$ cat src/rtl/div_core_arbiter.sv
// div_core_arbiter: round-robin sequencer sharing one iterative divider among
// N_REQ requesters, one job in flight, single tagged response channel.
// Optional macro DIV_ARB_DBZ_BYPASS_EN: zero-divisor jobs are answered directly
// (quotient all ones, remainder = dividend, rsp_dbz = 1) without launching the core.
//
// state | meaning
// IDLE  | searching requesters from the round-robin pointer, accepting one job
// ISSUE | one-cycle core_start pulse, operands held
// WAIT  | divider running, waiting for core_done
// RESP  | result presented and held until rsp_ready
module div_core_arbiter #(
  parameter int N_REQ  = 4,
  parameter int DATA_W = 32,
  parameter int ID_W   = 2
) (
  input  logic                    ACLK,
  input  logic                    ARESETN,
  input  logic [N_REQ-1:0]        req_valid,
  output logic [N_REQ-1:0]        req_ready,
  input  logic [N_REQ*DATA_W-1:0] req_dividend,
  input  logic [N_REQ*DATA_W-1:0] req_divisor,
  output logic                    rsp_valid,
  input  logic                    rsp_ready,
  output logic [ID_W-1:0]         rsp_id,
  output logic [DATA_W-1:0]       rsp_quotient,
  output logic [DATA_W-1:0]       rsp_remainder,
  output logic                    rsp_dbz,
  output logic                    core_start,
  output logic [DATA_W-1:0]       core_dividend,
  output logic [DATA_W-1:0]       core_divisor,
  input  logic                    core_done,
  input  logic [DATA_W-1:0]       core_quotient,
  input  logic [DATA_W-1:0]       core_remainder,
  output logic                    busy
);

  typedef enum logic [1:0] {IDLE, ISSUE, WAIT, RESP} state_t;

  state_t            state_q, state_d;
  logic [ID_W-1:0]   ptr_q, grant_q;
  logic [ID_W-1:0]   grant_idx, hi_idx, lo_idx;
  logic              grant_found, hi_found;
  logic              accept, rsp_fire, dbz_job;
  logic [DATA_W-1:0] sel_dividend, sel_divisor;

  // Round-robin search: lowest valid index at or above the pointer, else lowest overall (wrap).
  always_comb begin
    hi_found    = 1'b0;
    hi_idx      = '0;
    lo_idx      = '0;
    grant_found = 1'b0;
    for (int i = N_REQ-1; i >= 0; i--) begin
      if (req_valid[i]) begin
        grant_found = 1'b1;
        lo_idx      = ID_W'(i);
        if (i >= int'(ptr_q)) begin
          hi_found = 1'b1;
          hi_idx   = ID_W'(i);
        end
      end
    end
    grant_idx = hi_found ? hi_idx : lo_idx;
  end

  // Operand mux for the granted requester.
  always_comb begin
    sel_dividend = '0;
    sel_divisor  = '0;
    for (int i = 0; i < N_REQ; i++) begin
      if (grant_idx == ID_W'(i)) begin
        sel_dividend = req_dividend[i*DATA_W +: DATA_W];
        sel_divisor  = req_divisor[i*DATA_W +: DATA_W];
      end
    end
  end

  // Ready is only offered in IDLE, one-hot on the grant, so the handshake completes there.
  always_comb begin
    req_ready = '0;
    for (int i = 0; i < N_REQ; i++) begin
      req_ready[i] = (state_q == IDLE) && grant_found && (grant_idx == ID_W'(i));
    end
  end

  assign accept   = (state_q == IDLE) && grant_found;
  assign rsp_fire = (state_q == RESP) && rsp_ready;

`ifdef DIV_ARB_DBZ_BYPASS_EN
  assign dbz_job = (sel_divisor == '0);
`else
  assign dbz_job = 1'b0;
`endif

  // State register.
  always_ff @(posedge ACLK or negedge ARESETN) begin
    if (!ARESETN) state_q <= IDLE;
    else          state_q <= state_d;
  end

  // Next-state and state-decoded outputs; core_done outside WAIT is ignored.
  always_comb begin
    state_d    = state_q;
    core_start = 1'b0;
    rsp_valid  = 1'b0;
    busy       = (state_q != IDLE);
    case (state_q)
      IDLE:  if (accept) state_d = dbz_job ? RESP : ISSUE;
      ISSUE: begin
        core_start = 1'b1;
        state_d    = WAIT;
      end
      WAIT:  if (core_done) state_d = RESP;
      RESP: begin
        rsp_valid = 1'b1;
        if (rsp_ready) state_d = IDLE;
      end
      default: state_d = IDLE;
    endcase
  end

  // Job capture, result capture and pointer advance after the response handshake.
  always_ff @(posedge ACLK or negedge ARESETN) begin
    if (!ARESETN) begin
      ptr_q         <= '0;
      grant_q       <= '0;
      core_dividend <= '0;
      core_divisor  <= '0;
      rsp_id        <= '0;
      rsp_quotient  <= '0;
      rsp_remainder <= '0;
    end else begin
      if (accept) begin
        grant_q       <= grant_idx;
        core_dividend <= sel_dividend;
        core_divisor  <= sel_divisor;
        if (dbz_job) begin
          rsp_id        <= grant_idx;
          rsp_quotient  <= '1;
          rsp_remainder <= sel_dividend;
        end
      end
      if ((state_q == WAIT) && core_done) begin
        rsp_id        <= grant_q;
        rsp_quotient  <= core_quotient;
        rsp_remainder <= core_remainder;
      end
      if (rsp_fire) begin
        ptr_q <= (grant_q == ID_W'(N_REQ-1)) ? '0 : grant_q + ID_W'(1);
      end
    end
  end

`ifdef DIV_ARB_DBZ_BYPASS_EN
  logic dbz_q;

  // Divide-by-zero flag travels with the bypassed response.
  always_ff @(posedge ACLK or negedge ARESETN) begin
    if (!ARESETN)      dbz_q <= 1'b0;
    else if (accept)   dbz_q <= dbz_job;
    else if (rsp_fire) dbz_q <= 1'b0;
  end

  assign rsp_dbz = dbz_q;
`else
  assign rsp_dbz = 1'b0;
`endif

endmodule

$ cat config.mk
export PLATFORM = sky130hd
export DESIGN_NAME = div_core_arbiter
export DESIGN_NICKNAME = d
export VERILOG_FILES = /design/src/rtl/div_core_arbiter.sv
export SDC_FILE = /design/constraint.sdc
export NUM_CORES = 1
export LEC_CHECK = 0
export ABC_AREA = 1
export CORE_AREA = 2 2 183 185
export CTS_CLUSTER_SIZE = 25
export DETAILED_ROUTE_END_ITERATION = 8
export DIE_AREA = 0 0 185 187
export GPL_ROUTABILITY_DRIVEN = 0
export PLACE_DENSITY = 0.54
export SLEW_MARGIN = 20
export SYNTH_ARGS = -nofsm -noshare
export SYNTH_HDL_FRONTEND = slang
export SYNTH_SLANG_ARGS = --single-unit
$ cat constraint.sdc
create_clock -name ACLK -period 2.31 [get_ports ACLK]
set_clock_uncertainty 0.2 [all_clocks]
set_input_delay 0.231 -clock ACLK [delete_from_list [all_inputs] [get_ports ACLK]]
set_output_delay 0.231 -clock ACLK [all_outputs]
set_load 0.01 [all_outputs]
==> out/summary.txt <==
min cycle time layout = 2.240 ns
Setup CP Type = flop to output port
met3 routed WL = 3166 um
largest net degree at the start of global routing = 60
number of global-route vias before repair = 8,268
Die Area = 34,600 um^2
IO Port Bufs = 464
Setup Buffers After CTS = 0
total CTS buffers = 17
endpoints failing setup = 0
DR WL met2 = 16,060 um
power consumption = 0.01598 W
global-route usage over all layers = 18.77%
Final period util = 96.95%
flops & latches, synth = 136
final setup margin = 0.07039 ns
top post-synthesis cells by area = dfrtp_1, nand2_1, mux2_2
CP Depth = 8
CTS tree = done
Clock Pin Slew Worst Setup and Hold Paths = 0.07 ns
Mapped Area = 7647 um^2
count of buffer and inverter cells on the critical path = 2
fin area = 13,520 um^2
Max Used Layer = met5
H-tree levels = 4
maximum clock path buffer count = 2
cells after synthesis = 962
total number of vias = 8,333
total routed wirelength = 33,470 um
row count = 67
fmax = 0.4465 GHz
First-pass DRT Iterations = 4
initial antenna violation count = 2
DP Wirelength = 25,420 um
Worst EP required = 1.88 ns
cell taking the most area after synthesis = dfrtp_1
Hold Crit Class = input pin to async pin
hold slack = 0.05557 ns
WP data arrival = 1.81 ns
Max Cap Viol = 0
leakage power = 5.981 nW
antenna-violating nets left = 0
Netlist cell types = 29
Clk Latency, worst-skew pair = 0.42 ns
first-pass GRT wire length = 49,170 um
worst vdd ir = 0.5921 mV
pre-CTS setup slack = -0.2035 ns
sequential share of the synthesized area = 44.50%
total gr overflow = 0
Starting Density = 23.27%
type of destination of the critical path = output port
Cell Chain, Critical Path = nand2_1 > nand2_1 > nand3_1 > nand2_4 > inv_2 > nand2_4 > nor2_8 > clkdlybuf4s15_1
Slew @ Worst Pin = 0.6569 ns
max-slew violations = 0
Ports = 466
family with the most delay on the worst path = simple AND/OR/NAND/NOR gates
met1 wire length = 13,420 um
status = completed
max_slew headroom = 56.21%
critical path's slowest cell = dfrtp_1
Hold Fails Final Rpt = 0
Syn Area/Cell = 7.949 um^2
drt via density = 4.440
CORE AREA = 32,860 um^2
DR WL/cell = 17.83 um
antenna cells = 0
fin nets = 1,750
DR DRC count = 0
Critical Path Max Stage Delay = 0.40 ns
R2R depth = 10
die span in y = 187 um
Syn-to-layout area delta = 76.82%
Startpoint Class = flop
Die Wd = 185 um
Critical Path Fanout Max = 4
Post-Synthesis Net Count = 1,296
# clock sinks = 136
Yosys top cell area share = 44.50%
clk root buf = clkbuf_16
RSZ-0062 raised after global routing = yes
Synth warnings = 0
share of cells above drive strength 1 = 11.62%
Post-DP Area = 12,940 um^2
P per Cell Area = 1182 nW/um^2
Iteration-0 DRC Markers = 326
## layout make-up
class / count / area (um^2)
fillers: 3395 / 19340
repair buffers: 505 / 5079
multi-input cells: 695 / 3665
flip-flops and latches: 136 / 3403
well taps: 448 / 560.5
clock buffers: 18 / 429.2
inverters: 61 / 229.0
clock inverters: 14 / 156.4
## per-layer routing
metal	up-vias	global-route usage, %
met4	4	5.433
met5	-	0
met1	3852	21.88
met3	39	6.756
met2	354	32.18
li1	4084	-
## synth_stat cells
cell / n
nand2_1: 231
dfrtp_1: 136
nand3_1: 122
nor2_1: 118
mux2_2: 64
inv_1: 57
nand4_1: 50
o21ai_0: 49
buf_2: 32
clkbuf_1: 22
o21ai_1: 12
a21oi_1: 11
nand3_2: 9
nor3_1: 8
buf_4: 6
ha_1: 6
buf_1: 4
buf_6: 4
inv_2: 4
nand2_2: 3
nand2_4: 3
nand3b_1: 3
nor2_2: 2
buf_8: 1
clkbuf_2: 1
conb_1: 1
nor2_8: 1
o221ai_1: 1
o31ai_1: 1
## power by group
group / internal [W] / switching, W / total (W)
Combinational: 0.00444 / 0.00451 / 0.00894
Clock: 0.00154 / 0.00131 / 0.00286
Sequential: 0.00358 / 0.000607 / 0.00418
## sequential cells by signal (all words and copies together), names as in the netlist
signal         count
grant_q            2
ptr_q              2
state_q            2
core_dividend     32
rsp_quotient      32
rsp_remainder     32
core_divisor      32
rsp_id             2
## per-stage QoR
stage | instances | util, % | setup TNS (ns)
floorplan | 962 | - | 0
global placement | 1844 | 39.37 | -1.545
detailed placement | 1844 | 39.37 | -3.438
CTS | 1877 | 41.20 | 0
global route | 1877 | 41.15 | -0.04362
finish | 1877 | 41.15 | 0
## cells in the final DEF, fill, tap and decap left out, types with 12 or more instances in the layout
cell type / instances
clkdlybuf4s50_1: 459
nand2_1: 229
dfrtp_1: 136
nand3_1: 122
nor2_1: 118
mux2_2: 64
inv_1: 55
nand4_1: 50
o21ai_0: 49
buf_4: 29
clkbuf_16: 17
o21ai_1: 12
## final timing paths
kind	startpoint	end	slack [ns]
min	ARESETN	core_dividend[1]	0.06
min in group ACLK	req_dividend[109]	core_dividend[13]	0.18
max reg2reg	ptr_q[0]	core_dividend[0]	0.21
max	ptr_q[0]	req_ready[3]	0.07
max in group asynchronous	ARESETN	core_divisor[6]	1.14
min reg2reg	core_divisor[4]	core_divisor[4]	0.28
## timing repair
| action | in CTS | in global routing |
|---|---|---|
| resized for setup | 10 | 6 |
| setup endpoints to repair | 4 | 9 |
| hold buffers | 1 | 0 |
| hold endpoints to repair | 136 | 0 |
| gates cloned | 0 | 0 |
## cell families (layout without fill, tap and decap cells)
group / Yosys count / in the layout / share of synthesized area, %
other: 1 / 1 / 0.04904
buffers and inverters: 131 / 598 / 7.804
DFF: 136 / 136 / 44.50
adders and majority gates: 6 / 6 / 0.9816
and+or+nand+nor: 550 / 550 / 32.31
AOI/OAI and AO/OA: 74 / 74 / 4.925
muxes: 64 / 64 / 9.424
No activity file was read; power rests on OpenSTA's default activity.
